**config.mk**
```make
export PLATFORM = sky130hd
export DESIGN_NAME = stack_ctrl
export DESIGN_NICKNAME = d
export VERILOG_FILES = /design/src/rtl/stack_ctrl.sv
export SDC_FILE = /design/constraint.sdc
export NUM_CORES = 1
export LEC_CHECK = 0
export CAP_MARGIN = 20
export CORE_MARGIN = 2
export CORE_UTILIZATION = 30
export DETAILED_ROUTE_END_ITERATION = 10
export PLACE_DENSITY = 0.82
export REMOVE_ABC_BUFFERS = 1
export SETUP_SLACK_MARGIN = 0.15
export SLEW_MARGIN = 20
export SYNTH_ARGS = -nofsm -noshare
export SYNTH_HDL_FRONTEND = slang
export SYNTH_SLANG_ARGS = --single-unit
```
**constraint.sdc**
```tcl
create_clock -name clk -period 2.5 [get_ports clk]
set_clock_uncertainty 0.2 [all_clocks]
set_input_delay 0.375 -clock clk [delete_from_list [all_inputs] [get_ports clk]]
set_output_delay 0.375 -clock clk [all_outputs]
set_load 0.03 [all_outputs]
```
**src/rtl/stack_ctrl.sv**
```systemverilog
// Stack pointer / occupancy controller for one J1 stack register file.
// Turns per-instruction stack deltas into register-file port signals and keeps sticky error flags.
module stack_ctrl #(
    parameter int size  = 32,
    parameter int width = 16
) (
    input  logic             clk,
    input  logic             reset,
    input  logic             en,
    input  logic [1:0]       delta,
    input  logic [width-1:0] d,
    input  logic             clr_err,
    input  logic [width-1:0] rf_q,
    output logic             rf_wen,
    output logic [4:0]       rf_wa,
    output logic [4:0]       rf_ra,
    output logic [width-1:0] rf_d,
    output logic [width-1:0] nos,
    output logic [5:0]       depth,
    output logic             empty,
    output logic             full,
    output logic             overflow,
    output logic             underflow
);
    localparam logic [4:0] SP_LAST   = 5'(size - 1);
    localparam logic [4:0] SP_LAST2  = 5'(size - 2);
    localparam logic [5:0] DEPTH_MAX = 6'(size);

    logic [4:0] sp_q, sp_d, sp_n, sp_m1, sp_m2;
    logic [5:0] depth_q, depth_d, pop_k;
    logic       overflow_q, overflow_d, underflow_q, underflow_d;
    logic       push, pop;

    always_comb begin
        push  = en && (delta == 2'b01);
        pop   = en && delta[1];
        pop_k = (delta == 2'b10) ? 6'd2 : 6'd1;

        // Explicit modulo-size wrap so non-power-of-two depths work.
        sp_n  = (sp_q == SP_LAST) ? 5'd0 : sp_q + 5'd1;
        sp_m1 = (sp_q == 5'd0) ? SP_LAST : sp_q - 5'd1;
        if (sp_q == 5'd0)
            sp_m2 = SP_LAST2;
        else if (sp_q == 5'd1)
            sp_m2 = SP_LAST;
        else
            sp_m2 = sp_q - 5'd2;

        sp_d        = sp_q;
        depth_d     = depth_q;
        overflow_d  = clr_err ? 1'b0 : overflow_q;
        underflow_d = clr_err ? 1'b0 : underflow_q;

        if (push) begin
            sp_d = sp_n;
            if (depth_q == DEPTH_MAX)
                overflow_d = 1'b1;
            else
                depth_d = depth_q + 6'd1;
        end else if (pop) begin
            sp_d = (pop_k == 6'd2) ? sp_m2 : sp_m1;
            if (pop_k > depth_q) begin
                depth_d     = 6'd0;
                underflow_d = 1'b1;
            end else begin
                depth_d = depth_q - pop_k;
            end
        end
    end

    always_ff @(posedge clk) begin
        if (reset) begin
            sp_q        <= 5'd0;
            depth_q     <= 6'd0;
            overflow_q  <= 1'b0;
            underflow_q <= 1'b0;
        end else begin
            sp_q        <= sp_d;
            depth_q     <= depth_d;
            overflow_q  <= overflow_d;
            underflow_q <= underflow_d;
        end
    end

    assign rf_wen    = push && !reset;
    assign rf_wa     = sp_n;
    assign rf_d      = d;
    assign rf_ra     = sp_q;
    assign nos       = rf_q;
    assign depth     = depth_q;
    assign empty     = (depth_q == 6'd0);
    assign full      = (depth_q == DEPTH_MAX);
    assign overflow  = overflow_q;
    assign underflow = underflow_q;
endmodule

```
Word-level counts from Yosys, hierarchy flattened
Index checks and enable logic that the tools add are counted.
{"block": "word_totals", "word_cells": 44, "latchBits": 0, "regBits": 13, "ramBits": 0, "memories": 0, "input_bits": 38, "rom_bits": 0}
{"block": "classes", "eq_ne": 7, "mul": 0, "reduce_logical": 8, "addsub": 5, "magnitude_cmp": 1, "n_mux": 19, "shifts": 0, "div_mod_pow": 0, "bitwise": 0}
{"op": "$mux W5", "n": 7}
{"op": "$mux W6", "n": 4}
{"op": "$mux W1", "n": 7}
{"op": "$add A6 B1 Y6 const B", "n": 1}
{"op": "$eq A6 B6 Y1 const B", "n": 1}
{"op": "$gt A2 B6 Y1", "n": 1}
{"op": "$logic_not A6 Y1", "n": 1}
{"op": "$sub A6 B2 Y6", "n": 1}
{"op": "$add A5 B1 Y5 const B", "n": 1}
{"op": "$eq A5 B1 Y1 const B", "n": 1}
{"op": "$eq A5 B5 Y1 const B", "n": 1}
{"op": "$logic_not A5 Y1", "n": 1}
{"op": "$sub A5 B1 Y5 const B", "n": 1}
{"op": "$sub A5 B2 Y5 const B", "n": 1}
{"op": "$eq A2 B2 Y1 const B", "n": 2}
{"op": "$logic_and A1 B1 Y1", "n": 3}
{"op": "$eq A2 B1 Y1 const B", "n": 1}
{"op": "$mux W2", "n": 1}
{"op": "$ne A2 B2 Y1 const B", "n": 1}
{"op": "$reduce_and A2 Y1", "n": 1}
{"op": "$reduce_bool A2 Y1", "n": 1}
{"op": "$logic_not A1 Y1", "n": 1}

Longest topological paths before layout
Gate-level depths: netlist (run 1).
{"block": "depth", "depth_word": 6, "ltp_mapped": 10}

Worst setup path before layout (run 1)
No wires, ideal clock.
{"block": "synth_path", "path_kind": "input -> register", "from": "input delta[0]", "to": "register depth_q[4] (netlist: depth[4])", "arrival_ps": 2161, "stages": 10, "path_slack_ps": 69, "t_required_ps": 2230, "cell_sequence": "buf_6 and2b_1 inv_2 ha_1 inv_1 fa_1 nor3_1 nand3_1 a211o_1 a21oi_1"}
{"block": "synth_via", "elab_chain_len": 6, "elab_cells_between_ends": 12, "cone_classes": "add/sub (1); order compare (1); eq/ne (3); mux (4); reduce/logical (3)"}
{"element": "start: declaration", "line": "10", "rtl": "input logic [1:0] delta,"}
{"element": "$eq A2 B2 Y1", "line": "37", "rtl": "pop_k = (delta == 2'b10) ? 6'd2 : 6'd1;"}
{"element": "$mux W2", "line": "37"}
{"element": "$sub A6 B2 Y6 or $gt A2 B6 Y1 (tied branches)", "line": "66, 62"}
{"element": "$mux W6", "line": "62", "rtl": "if (pop_k > depth_q) begin"}
{"element": "$mux W6", "line": "60", "rtl": "end else if (pop) begin"}
{"element": "$mux W6", "line": "54", "rtl": "if (push) begin"}
{"element": "end signal: assignment", "line": "79", "rtl": "depth_q <= depth_d;"}
{"element": "end: declaration", "line": "30", "rtl": "logic [5:0] depth_q, depth_d, pop_k;"}
Several ways; a longest one is shown, not always the timed one. The select of a mux whose other input is x is not followed.
A chain may end at the register's enable or synchronous reset.

Worst setup path after layout (run 1)
{"block": "layout_path", "from": "input delta[0]", "to": "register depth_q[0] (netlist: depth[0])"}
The elaborated chain is that of the path after synthesis.

==> impl_metrics.json, run 1 <==
{
  "num_rows": 25,
  "firstDrtPassIters": 4,
  "die_area_mm2": 0.00538,
  "seqCellArea_um2": 262,
  "clock_power_share": 0.192,
  "finalSetupViolations": 0,
  "postRouteAntennaNets": 0,
  "p_leak_nw": 0.732,
  "drc_errors": 0,
  "crit_chain": "clkdlybuf4s15_1 -> and2b_1 -> inv_2 -> ha_4 -> inv_2 -> fa_2 -> nor2_4 -> and2_4 -> or4_4 -> a31oi_1",
  "netlist_instances": 176,
  "crit_slowest_cell": "or4_4",
  "synthAdderAreaFrac": 0.118,
  "relSlewSlack": 0.693,
  "final_common_cell": "buf_4",
  "clk_path_buf_depth": 2,
  "synth-main-ff-cell": "dfxtp_1",
  "placed_cell_area_mm2": 0.00158,
  "cts_made_buffers": 3,
  "antenna_found_initial": 0,
  "start_kind": "input port",
  "rsz0062_at_grt": "yes",
  "highest_layer": "met4",
  "switching_share": 0.416,
  "synth_edf_count": 0,
  "crit_top_cell": "inv_2",
  "synth_compound_area_frac": 0.235,
  "maxCapViolations": 0,
  "grt_pass1_wl_mm": 7.74,
  "die_w_um": 73.4,
  "antenna_cells": 0,
  "synthSimpleGateAreaFrac": 0.179,
  "place_inst": 234,
  "combPwrFrac": 0.552,
  "syn_area_mm2": 0.00144,
  "routed_wl_mm": 4.88,
  "final_hold_viol_count": 0,
  "io_pins": 91,
  "final_nets": 240,
  "route.detailed.wl_per_inst_um": 20.2,
  "cp_max_fo": 4,
  "holdBufCountCts": 0,
  "wl_met1_mm": 2.15,
  "synthXorXnorAreaFrac": 0.0182,
  "hold_path.class": "flop to flop",
  "layout_setup_ws_ns": 0.208,
  "clk_latency_ns": 0.25,
  "ys_seq_elements": 13,
  "r2r_slack_ns": 0.30,
  "total_power_mw": 1.01,
  "globalRouteOverflowTotal": 0,
  "dieHeight_um": 73.4,
  "hold_slack_ns": 0.301,
  "ys_async_sr_fraction": 0,
  "wl_met3_um": 654,
  "first_iter_violations": 144,
  "num_vias": 1402,
  "area_growth_pct": 16.6,
  "place_congestion": 0.882,
  "synth_top_family_by_area": "buffers and inverters",
  "power_density_mw_per_mm2": 600,
  "vias_per_cell": 5.79,
  "drive_above_1_share": 0.223,
  "start_util": 0.308,
  "track_usage": 0.192,
  "peakVddDrop_uv": 203,
  "clk_pin_slew_ns": 0.06,
  "core-area_mm2": 0.00469,
  "first_global_vias": 1421,
  "min_period_ns": 2.29,
  "status": "complete, no violations",
  "yosys.cell_types.count": 54,
  "cp_slowest_stage_delay_ns": 0.52,
  "switchingPower_uw": 420,
  "critPathRequiredTime_ns": 2.47,
  "cp.arrival_ns": 2.26,
  "multi_input_area_um2": 863,
  "crit_buf_inv": 3,
  "fillers": 481,
  "fin_area_mm2": 0.00168,
  "path_delay_family": "simple AND/OR/NAND/NOR gates",
  "ys_seq_area_frac": 0.180,
  "fmax_ghz": 0.436,
  "internal_power_uw": 590,
  "final_cell_count_no_fill": 242,
  "cts_tree": "yes",
  "end_kind": "flop",
  "root_buffer": "clkbuf_8",
  "cts.sinks": 13,
  "seqPwrFrac": 0.255,
  "synth_mux_area_frac": 0.0208,
  "final_cell_mix": "23 x buf_4, 16 x clkdlybuf4s50_1, 12 x dfxtp_1",
  "period_share": 0.917,
  "dp_hpwl_mm": 3.54,
  "path_class": "input port to flop",
  "place.port_buffers": 26,
  "route.met2.wl_mm": 1.99,
  "slew_violations": 0,
  "ys_warn_count": 0,
  "grt_max_degree": 12,
  "cts-htree-levels": 1,
  "tightest_slew_ns": 0.458,
  "place_ws_ns": -0.277,
  "syn_avg_cell_area_um2": 8.20
}
Yosys cell counts, types with 3 or more instances:
cell type	count	area (µm²)
dfxtp_1	13	260
ha_1	12	150
inv_1	12	45.0
mux2i_1	3	30.0
nor2_1	9	33.8
a21oi_1	7	35.0
nand3_1	4	20.0
a31oi_1	5	31.3
o21ai_0	4	20.0
xnor2_1	3	26.3
o31ai_1	3	22.5
nor3_1	3	15.0
and3_1	4	25.0
buf_4	33	248
nand2_1	9	33.8
buf_6	4	45.0
layout make-up:
type,count,area share
sequential,13,0.155
timing repair buffer,47,0.236
tap,54,0.0401
multi-input combinational,111,0.513
clock buffer,4,0.0268
inverter,13,0.0290
power by group through the flow:
stage / sequential [mW] / clock, mW / combinational, mW
after global routing: 0.261 / 0.206 / 0.606
after global placement: 0.259 / 0 / 0.501
after detailed placement: 0.259 / 0 / 0.510
final: 0.258 / 0.194 / 0.558
after CTS: 0.256 / 0.193 / 0.531
after floorplan: 0.315 / 0 / 0.257
state kept, by name, summed over array words and instances, names as in the netlist:
register / count
overflow: 1
rf_ra: 5
underflow: 1
depth: 6
tightest hold or removal path, stage by stage (launching register included):
cell,delay [ns]
dfxtp_1,0.33
a2bb2oi_1,0.07
nor2_1,0.07
worst paths after layout:
path | from | to | depth (start not counted)
worst max-delay path | delta[0] | depth[0] | 10
worst max register to register | depth[0] | depth[0] | 8
worst min register to register | underflow | underflow | 2
worst min-delay path | underflow | underflow | 2
metal layers:
metal,up-vias,global-route usage
li1,627,-
met1,669,0.244
met2,95,0.268
met3,11,0.117
met4,0,0.0465
met5,-,0.0808
metrics by stage:
stage	TNS, ns	util
final	0	0.359
after CTS	0	0.353
after global routing	0	0.359
after detailed placement	-1.08	0.338
after floorplan	0	-
after global placement	-1.05	0.338
timing repair:
| item | 4_1_cts | 5_1_grt |
|---|---|---|
| gates resized for setup | 14 | 10 |
| hold endpoints to repair | 0 | 0 |
| cloned | 0 | 0 |
| endpoints found under the setup margin | 12 | 5 |
| setup buffers | 3 | 1 |
| pin swaps | 7 | 2 |
cell families (layout without fill, tap and decap cells):
| logic type | count (synthesis) | count (layout) |
|---|---|---|
| buffers and inverters | 52 | 64 |
| and+or+nand+nor | 47 | 47 |
| AOI/OAI and AO/OA | 45 | 45 |
| adders and majority gates | 13 | 13 |
| DFF | 13 | 13 |
| xor gates and xnor gates | 3 | 3 |
| muxes | 3 | 3 |
Note: power is estimated with default switching activity, not from simulation.
==> inputs of run 2 (changes only) <==
Settings changed: CORE_MARGIN 2 to 3.
==> run 2 against run 1 <==
Global-route usage fell by 2.4 points; non-clock buffer count down 2; via count down 2.1%; routed wire length down 4.1%; largest cell class unchanged.
==> impl_metrics.json, run 2 (synthesized netlist as in run 1, its figures left out) <==
{
  "status": "complete, no violations",
  "root_buffer": "clkbuf_8",
  "period_share": 0.911,
  "postRouteAntennaNets": 0,
  "antenna_found_initial": 0,
  "worstReg2RegEnd": "depth[0]",
  "final_hold_viol_count": 0,
  "drc_errors": 0,
  "track_usage": 0.168,
  "firstDrtPassIters": 4,
  "area_growth_pct": 14.2,
  "routed_wl_mm": 4.68,
  "final_nets": 238,
  "cts-htree-levels": 1,
  "drive_above_1_share": 0.188,
  "path_class": "flop to primary output",
  "clock_power_share": 0.201,
  "finalSetupTns_ns": 0,
  "crit_buf_inv": 1,
  "crit_slowest_cell": "clkdlybuf4s15_1",
  "tightest_slew_ns": 0.438,
  "dieHeight_um": 75.4,
  "num_vias": 1373,
  "critPathRequiredTime_ns": 1.92,
  "dp_hpwl_mm": 3.62,
  "seqPwrFrac": 0.265,
  "p_leak_nw": 0.716,
  "place_inst": 231,
  "largest_register_ffs": 6,
  "num_rows": 24,
  "cts_tree": "yes",
  "final_common_cell": "buf_4",
  "critical_path_cell_count": 5,
  "cp_slowest_stage_delay_ns": 0.38,
  "place.port_buffers": 26,
  "finalSetupViolations": 0,
  "final_cell_mix": "21 x buf_4, 16 x clkdlybuf4s50_1, 13 x dfxtp_1",
  "r2r_cells": 8,
  "rsz0062_at_grt": "yes",
  "grt_pass1_wl_mm": 7.16,
  "end_kind": "primary output",
  "globalRouteOverflowTotal": 0,
  "cts_made_buffers": 3,
  "die_area_mm2": 0.00568,
  "maxCapViolations": 0,
  "start_kind": "flop",
  "total_power_uw": 960,
  "place_congestion": 0.848,
  "core-area_mm2": 0.00450,
  "combPwrFrac": 0.534,
  "switching_share": 0.414,
  "grt_max_degree": 12,
  "r2r_slack_ns": 0.31,
  "fin_util": 0.366,
  "die_w_um": 75.4,
  "io_pins": 91,
  "r2r-start": "depth[0]",
  "cp.arrival_ns": 1.70,
  "start_util": 0.321,
  "clk_pin_slew_ns": 0.06,
  "antenna_cells": 0,
  "relSlewSlack": 0.706,
  "fmax_ghz": 0.439,
  "switchingPower_uw": 398,
  "worstSetupEndpoint": "rf_wa[2]",
  "place_ws_ns": -0.313,
  "slew_violations": 0,
  "power_density_mw_per_mm2": 582,
  "crit_chain": "ha_1 -> and3_1 -> ha_1 -> nor2_1 -> clkdlybuf4s15_1",
  "hold_path.class": "flop to flop",
  "layout_setup_ws_ns": 0.224,
  "path_delay_family": "adder cells",
  "peakVddDrop_uv": 250,
  "first_iter_violations": 160,
  "clk_path_buf_depth": 2,
  "min_period_ns": 2.28,
  "route.detailed.wl_per_inst_um": 19.7,
  "clk_latency_ns": 0.24,
  "crit_start": "rf_ra[0]",
  "final_cell_count_no_fill": 238,
  "first_global_vias": 1301,
  "vias_per_cell": 5.77,
  "cp_max_fo": 4,
  "internal_power_uw": 563,
  "holdBufCountCts": 0,
  "fillers": 483,
  "cts.sinks": 13,
  "crit_top_cell": "ha_1"
}
## run 2: cell type report
class	instances	area, µm²	share of cell area
timing repair buffer	45	390	0.237
inverter	13	48.8	0.0296
clock buffer	4	45.0	0.0273
sequential	13	260	0.158
tap	52	65.1	0.0395
multi-input combinational	111	840	0.509
## run 2: tightest hold or removal path, stage by stage (launching register included)
cell and delay, ns:
dfxtp_1 0.33, a2bb2oi_1 0.06, nor2_1 0.07
## run 2: per-stage QoR
stage	hold slack [ns]	cell area [µm²]
global placement	0.279	1570
floorplan	0.244	1130
global route	0.325	1650
finish	0.300	1650
CTS	0.298	1630
detailed placement	0.286	1570
## run 2: how the worst min path moves through the flow
stage	start	to	slack, ns	cells after the start
2_1_floorplan	reset	depth[4]	0.24	1
3_3_place_gp	underflow	underflow	0.28	2
3_5_place_dp	underflow	underflow	0.29	2
4_1_cts	underflow	underflow	0.30	2
5_1_grt	depth[1]	depth[1]	0.32	2
6_report	underflow	underflow	0.30	2
## run 2: per-layer routing
layer	vias up	routed length [µm]	part of all wire	global-route usage
met5	-	0	0	0.0741
li1	627	-	-	-
met4	0	31	0.0066	0.0272
met2	79	1870	0.40	0.214
met3	4	602	0.13	0.107
met1	663	2170	0.46	0.234
## run 2: power groups by stage
stage	Clock, mW	Combinational [mW]	Sequential [mW]
after floorplan	0	0.257	0.315
after global placement	0	0.498	0.258
after detailed placement	0	0.508	0.259
after CTS	0.194	0.509	0.255
after global routing	0.204	0.561	0.257
final	0.193	0.513	0.254
## run 2: what timing repair did
item	CTS	global route
pin swaps	4	3
endpoints found under the setup margin	12	4
resized for setup	13	3
setup buffers	1	2
